## src/rtl/uart_mmio.sv

```systemverilog
// Memory-mapped 8N1 UART: transmitter, synchronized receiver, receive FIFO,
// status/control registers, and a receive interrupt for the core's trap logic.
module uart_mmio #(
  parameter int          CLKS_PER_BIT  = 868,
  parameter int          RX_FIFO_DEPTH = 8,
  parameter logic [31:0] BASE_ADDR     = 32'h0000_8000
) (
  input  logic        clk,
  input  logic        Rst,
  input  logic [31:0] mem_addr,
  input  logic [31:0] mem_din,
  input  logic        mem_wea,
  input  logic        mem_rea,
  input  logic [3:0]  mem_en,
  output logic [31:0] mem_dout,
  output logic        mem_hold,
  output logic        uart_IRQ,
  input  logic        rx,
  output logic        tx
);

  localparam int AW = $clog2(RX_FIFO_DEPTH);
  localparam int CW = $clog2(CLKS_PER_BIT + 1);
  localparam logic [CW-1:0] BIT_LAST  = CW'(CLKS_PER_BIT - 1);
  localparam logic [CW-1:0] HALF_LAST = CW'(CLKS_PER_BIT / 2 - 1);
  localparam logic [AW:0]   FULL_CNT  = (AW + 1)'(RX_FIFO_DEPTH);

  localparam logic [1:0] TX_IDLE  = 2'd0;
  localparam logic [1:0] TX_START = 2'd1;
  localparam logic [1:0] TX_DATA  = 2'd2;
  localparam logic [1:0] TX_STOP  = 2'd3;

  localparam logic [1:0] RX_IDLE  = 2'd0;
  localparam logic [1:0] RX_START = 2'd1;
  localparam logic [1:0] RX_DATA  = 2'd2;
  localparam logic [1:0] RX_STOP  = 2'd3;

  // ---------------------------------------------------------------- decode
  logic       sel;
  logic [1:0] off;
  logic       wr;
  logic       rd;
  logic       unused_bits;

  assign sel = (mem_addr[31:4] == BASE_ADDR[31:4]) && (mem_en != 4'h0);
  assign off = mem_addr[3:2];
  assign wr  = sel && mem_wea;
  assign rd  = sel && mem_rea;
  assign unused_bits = ^{mem_addr[1:0], mem_din[31:8]};

  // ---------------------------------------------------------------- TX
  logic [1:0]    tx_state;
  logic [CW-1:0] tx_cnt;
  logic [2:0]    tx_bit;
  logic [7:0]    tx_shift;
  logic          tx_q;
  logic          tx_last;
  logic          tx_busy;
  logic          tx_accept;

  assign tx_last = (tx_cnt == BIT_LAST);
  // Busy drops in the final stop-bit cycle so a held store is taken there and
  // the next start bit follows the stop bit with no idle gap.
  assign tx_busy   = (tx_state != TX_IDLE) && !((tx_state == TX_STOP) && tx_last);
  assign tx_accept = wr && (off == 2'd0) && !tx_busy;
  assign mem_hold  = !Rst && wr && (off == 2'd0) && tx_busy;
  assign tx        = tx_q;

  always_ff @(posedge clk) begin
    if (Rst) begin
      tx_state <= TX_IDLE;
      tx_cnt   <= '0;
      tx_bit   <= '0;
      tx_shift <= '0;
      tx_q     <= 1'b1;
    end else if (tx_accept) begin
      tx_state <= TX_START;
      tx_cnt   <= '0;
      tx_bit   <= '0;
      tx_shift <= mem_din[7:0];
      tx_q     <= 1'b0;
    end else begin
      case (tx_state)
        TX_START: begin
          if (tx_last) begin
            tx_state <= TX_DATA;
            tx_cnt   <= '0;
            tx_q     <= tx_shift[0];
          end else begin
            tx_cnt <= tx_cnt + 1'b1;
          end
        end
        TX_DATA: begin
          if (tx_last) begin
            tx_cnt <= '0;
            if (tx_bit == 3'd7) begin
              tx_state <= TX_STOP;
              tx_q     <= 1'b1;
            end else begin
              tx_bit   <= tx_bit + 3'd1;
              tx_shift <= {1'b0, tx_shift[7:1]};
              tx_q     <= tx_shift[1];
            end
          end else begin
            tx_cnt <= tx_cnt + 1'b1;
          end
        end
        TX_STOP: begin
          if (tx_last) begin
            tx_state <= TX_IDLE;
            tx_cnt   <= '0;
          end else begin
            tx_cnt <= tx_cnt + 1'b1;
          end
        end
        default: begin
          tx_state <= TX_IDLE;
          tx_q     <= 1'b1;
        end
      endcase
    end
  end

  // ---------------------------------------------------------------- RX
  logic          rx_s1;
  logic          rx_s2;
  logic          rx_prev;
  logic          rx_fall;
  logic [1:0]    rx_state;
  logic [CW-1:0] rx_cnt;
  logic [2:0]    rx_bit;
  logic [7:0]    rx_shift;
  logic          rx_last;
  logic          rx_stop_sample;

  assign rx_fall        = rx_prev && !rx_s2;
  assign rx_last        = (rx_cnt == BIT_LAST);
  assign rx_stop_sample = (rx_state == RX_STOP) && rx_last;

  always_ff @(posedge clk) begin
    if (Rst) begin
      rx_s1   <= 1'b1;
      rx_s2   <= 1'b1;
      rx_prev <= 1'b1;
    end else begin
      rx_s1   <= rx;
      rx_s2   <= rx_s1;
      rx_prev <= rx_s2;
    end
  end

  always_ff @(posedge clk) begin
    if (Rst) begin
      rx_state <= RX_IDLE;
      rx_cnt   <= '0;
      rx_bit   <= '0;
      rx_shift <= '0;
    end else begin
      case (rx_state)
        RX_IDLE: begin
          rx_cnt <= '0;
          rx_bit <= '0;
          if (rx_fall) rx_state <= RX_START;
        end
        RX_START: begin
          if (rx_cnt == HALF_LAST) begin
            rx_cnt   <= '0;
            rx_state <= rx_s2 ? RX_IDLE : RX_DATA;
          end else begin
            rx_cnt <= rx_cnt + 1'b1;
          end
        end
        RX_DATA: begin
          if (rx_last) begin
            rx_cnt   <= '0;
            rx_shift <= {rx_s2, rx_shift[7:1]};
            if (rx_bit == 3'd7) begin
              rx_state <= RX_STOP;
              rx_bit   <= '0;
            end else begin
              rx_bit <= rx_bit + 3'd1;
            end
          end else begin
            rx_cnt <= rx_cnt + 1'b1;
          end
        end
        RX_STOP: begin
          if (rx_last) begin
            rx_state <= RX_IDLE;
            rx_cnt   <= '0;
          end else begin
            rx_cnt <= rx_cnt + 1'b1;
          end
        end
        default: rx_state <= RX_IDLE;
      endcase
    end
  end

  // ---------------------------------------------------------------- FIFO
  logic [7:0]    fifo_mem [RX_FIFO_DEPTH];
  logic [AW-1:0] wptr;
  logic [AW-1:0] rptr;
  logic [AW:0]   count;
  logic          rx_empty;
  logic          rx_full;
  logic          rx_pop;
  logic          rx_push;
  logic          overrun_set;
  logic          frame_set;

  assign rx_empty    = (count == '0);
  assign rx_full     = (count == FULL_CNT);
  assign rx_pop      = rd && (off == 2'd1) && !rx_empty;
  // A pop in the same cycle frees the slot, so a full FIFO still takes the byte.
  assign rx_push     = rx_stop_sample && rx_s2 && (!rx_full || rx_pop);
  assign overrun_set = rx_stop_sample && rx_s2 && rx_full && !rx_pop;
  assign frame_set   = rx_stop_sample && !rx_s2;

  always_ff @(posedge clk) begin
    if (!Rst && rx_push) fifo_mem[wptr] <= rx_shift;
  end

  always_ff @(posedge clk) begin
    if (Rst) begin
      wptr  <= '0;
      rptr  <= '0;
      count <= '0;
    end else begin
      if (rx_push) wptr <= wptr + 1'b1;
      if (rx_pop)  rptr <= rptr + 1'b1;
      case ({rx_push, rx_pop})
        2'b10:   count <= count + 1'b1;
        2'b01:   count <= count - 1'b1;
        default: count <= count;
      endcase
    end
  end

  // ---------------------------------------------------------------- registers
  logic        overrun;
  logic        frame_err;
  logic        rx_irq_en;
  logic [31:0] status;
  logic [31:0] rdata;

  assign status = {27'b0, frame_err, overrun, rx_full, rx_empty, tx_busy};

  always_ff @(posedge clk) begin
    if (Rst) begin
      overrun   <= 1'b0;
      frame_err <= 1'b0;
      rx_irq_en <= 1'b0;
    end else begin
      if (wr && (off == 2'd2)) begin
        if (mem_din[3]) overrun   <= 1'b0;
        if (mem_din[4]) frame_err <= 1'b0;
      end
      if (overrun_set) overrun   <= 1'b1;
      if (frame_set)   frame_err <= 1'b1;
      if (wr && (off == 2'd3)) rx_irq_en <= mem_din[0];
    end
  end

  always_comb begin
    rdata = '0;
    case (off)
      2'd1:    rdata = rx_empty ? 32'h8000_0000 : {24'b0, fifo_mem[rptr]};
      2'd2:    rdata = status;
      2'd3:    rdata = {31'b0, rx_irq_en};
      default: rdata = '0;
    endcase
  end

  always_ff @(posedge clk) begin
    if (Rst) begin
      mem_dout <= '0;
      uart_IRQ <= 1'b0;
    end else begin
      mem_dout <= rd ? rdata : '0;
      uart_IRQ <= rx_irq_en && !rx_empty;
    end
  end

endmodule

```

## config.mk

```make
export PLATFORM = sky130hd
export DESIGN_NAME = uart_mmio
export DESIGN_NICKNAME = d
export VERILOG_FILES = /design/src/rtl/uart_mmio.sv
export SDC_FILE = /design/constraint.sdc
export NUM_CORES = 1
export LEC_CHECK = 0
export BUFFER_PORTS_ARGS = -buffer_cell sky130_fd_sc_hd__buf_4
export CAP_MARGIN = 30
export CORE_MARGIN = 3
export CORE_UTILIZATION = 45
export CTS_BUF_LIST = sky130_fd_sc_hd__clkbuf_8
export CTS_CLUSTER_SIZE = 20
export DETAILED_ROUTE_END_ITERATION = 10
export HOLD_SLACK_MARGIN = 0.03
export PLACE_DENSITY = 0.66
export SYNTH_ARGS = -nofsm -noshare
export SYNTH_HDL_FRONTEND = slang
export SYNTH_SLANG_ARGS = --single-unit
```

## constraint.sdc

```tcl
create_clock -name clk -period 6 [get_ports clk]
set_input_delay 1.2 -clock clk [delete_from_list [all_inputs] [get_ports clk]]
set_output_delay 1.2 -clock clk [all_outputs]
set_load 0.02 [all_outputs]
```

==> impl_metrics.json <==
{
  "outcome": "complete, no violations",
  "power_density_nw_per_um2": 250,
  "first_pass_iters": 4,
  "pin_count": 108,
  "clock_latency_ns": 0.44,
  "antenna_found_initial": 0,
  "nFillCells": 1144,
  "detailed_place_hpwl_mm": 8.24,
  "avgSynthCellArea_um2": 12.1,
  "ant_nets": 0,
  "end_kind": "output pin",
  "grt_pass1_vias": 3889,
  "area_growth_pct": 14.7,
  "timing.final.crit_share_pct": 72.9,
  "finalHoldViolCount": 0,
  "max_clock_freq_mhz": 229,
  "cts_hold_buf": 0,
  "postLayoutCoreUtil_pct": 53.4,
  "grt_max_degree": 68,
  "port_buffers": 58,
  "ys_async_sr_fraction_pct": 0,
  "dieArea_um2": 15300,
  "synthFlopType": "dfxtp_1",
  "fin_ws_ns": 1.63,
  "crit_type": "in2out",
  "cts.path.max_buffers": 2,
  "final_cells": 764,
  "leakage_nw": 2.61,
  "cts_tree": "done",
  "cts.sinks": 140,
  "cap_viol_max_count": 0,
  "die_h_um": 124,
  "cts.clk_slew.worst_paths_ns": 0.07,
  "holdCritPathClass": "reg2reg",
  "yosysTopAreaCell": "edfxtp_1",
  "diodes": 0,
  "synth_cells": 518,
  "synth_edf_count": 64,
  "yosysWarningCount": 0,
  "drc": 0,
  "layout-drive-gt1-share_pct": 22.3,
  "via_per_inst": 5.25,
  "rsz0062_at_grt": "no",
  "synth_seq_cells": 140,
  "grt_first_pass_wirelength_mm": 18.9,
  "period_minus_slack_ns": 4.37,
  "post_cts_resized": 0,
  "grt.total_usage_pct": 16.1,
  "pwr-share-seq_pct": 55.5,
  "path_cells": "buf_4 > or4_4 > nor4_4 > nand3_1 > nor4_1 > buf_4",
  "hold_ws_ns": 0.421,
  "start_util_pct": 46.6,
  "ys_types": 67,
  "fin_skew_ns": 0.0101,
  "crit_arrival_ns": 3.17,
  "relSlewSlack_pct": 41.1,
  "intPower_mw": 1.42,
  "routed_wl_mm": 11.8,
  "cts_setup_buffers": 0,
  "p_sw_share_pct": 20.7,
  "clkPwrFrac_pct": 41.3,
  "placed_cells": 732,
  "cts_root_buffer": "clkbuf_8",
  "combPwrFrac_pct": 3.2,
  "globalplace.congestion": 0.804,
  "final_nets": 662,
  "dpl_worst_slack_ns": 1.62,
  "wl_per_cell_um": 15.4,
  "synth_area_um2": 6240,
  "drtIter0Drc": 293,
  "worstPathRequired_ns": 4.80,
  "yosysSeqAreaShare_pct": 55.2,
  "num_vias": 4014,
  "setup_viol": 0,
  "critPathLaunchType": "primary input",
  "htreeDepth": 4,
  "synth_top_area_share_pct": 30.8,
  "cpPeakStageDelay_ns": 0.54,
  "dieWidth_um": 124,
  "synth_area_leaders": "edfxtp_1 (31%), dfxtp_1 (24%), mux4_2 (5.8%)",
  "irDropWorstVdd_mv": 0.104,
  "row_count": 42,
  "finalSetupTns_ns": 0,
  "p_switching_uw": 369,
  "worst_slew_pin_slew_ns": 0.880,
  "crit_path_top_delay_cell": "or4_4",
  "cp_max_fo": 7,
  "grt-ovfl-total": 0,
  "core_um2": 13400,
  "report.final.slew_viol_count": 0,
  "cts_buffers": 17,
  "cpMostUsedCell": "buf_4"
}
-- final timing paths --
| kind | startpoint | endpoint | slack, ns | cells past startpoint |
|---|---|---|---|---|
| max reg2reg | rx_cnt[0]$_SDFF_PP0_ | fifo_mem[7][2]$_DFFE_PP_ | 2.98 | 5 |
| max | mem_addr[29] | mem_hold | 1.63 | 6 |
| min reg2reg | rx_s1$_SDFF_PP1_ | rx_s2$_SDFF_PP1_ | 0.42 | 1 |
| min | rx_s1$_SDFF_PP1_ | rx_s2$_SDFF_PP1_ | 0.42 | 1 |
-- synthesized netlist by cell type (all sizes together), types with 9 or more instances --
cell / instances
nor2b: 11
nor2: 49
ha: 14
mux4: 16
xor2: 11
a21oi: 13
nor4: 10
mux2: 9
dfxtp: 76
and3: 11
clkbuf: 16
mux2i: 28
nand3: 12
nand2: 27
edfxtp: 64
buf: 34
nor3: 14
-- power groups by stage --
stage / Sequential [mW] / Combinational, mW / Clock [mW]
detailed placement: 1.01 / 0.0575 / 0
CTS: 0.991 / 0.0578 / 0.758
global placement: 1.01 / 0.0569 / 0
global route: 0.991 / 0.0636 / 0.803
floorplan: 1.01 / 0.0424 / 0
finish: 0.991 / 0.0577 / 0.738
-- cell usage in the layout, fill, tap and decap left out, types with 3 or more instances in the layout --
cell type	n
a21oi_1	13
a22oi_1	3
a311oi_1	3
and3_1	11
and4_1	5
buf_4	65
clkbuf_8	21
conb_1	23
dfxtp_1	76
edfxtp_1	64
ha_1	14
inv_1	11
mux2_2	6
mux2i_1	28
mux4_2	16
nand2_1	27
nand3_1	12
nand4_1	5
nand4b_1	7
nor2_1	48
nor2b_1	11
nor3_1	14
nor3b_1	7
nor4_1	8
nor4b_1	3
o21ai_0	5
o31ai_1	7
or2_2	5
xnor2_1	7
xor2_1	11
-- per-stage QoR --
step / total power, mW / instance area, µm²
floorplan: 1.05 / 6330
global placement: 1.07 / 6740
detailed placement: 1.07 / 6770
CTS: 1.81 / 7160
global route: 1.86 / 7160
finish: 1.79 / 7160
-- worst max-delay path, delay by kind of cell --
family / cells / cell delay [ns]
buf+inv: 2 / 0.32
simple gates: 4 / 1.65
-- state kept, by name (all words and copies together) (netlist names), 4 cells and up, named ones only --
signal	cells
fifo_mem	64
rx_cnt	10
tx_cnt	10
mem_dout	9
rx_shift	8
tx_shift	8
count	4
-- metal layers --
metal / routed length (µm) / up-vias / part of all wire, % / global-route usage (%)
met5: 0 / - / 0 / 0
met4: 194 / 0 / 1.6 / 7.27
met3: 705 / 14 / 6.0 / 3.72
met2: 5720 / 103 / 49 / 26.5
met1: 5140 / 1913 / 44 / 20.4
li1: - / 1984 / - / -
-- cells by family after synthesis --
family	Yosys count	synth area share (%)
other cells	1	0.0601
fa+ha+maj	14	2.81
compound gates	53	5.87
mux	53	11.9
flops	140	55.2
xor+xnor	18	2.53
simple gates	182	16.6
buf+inv	57	5.09
-- layout make-up --
class | instances | area (µm²) | share of cell area [%]
Clock buffer | 21 | 289 | 4.04
Clock inverter | 11 | 103 | 1.43
Inverter | 7 | 26.3 | 0.367
Multi-Input combinational cell | 343 | 2560 | 35.8
Sequential cell | 140 | 3440 | 48.1
Tap cell | 176 | 220 | 3.07
Timing Repair Buffer | 66 | 515 | 7.20
No activity file was read; power rests on OpenSTA's default activity.
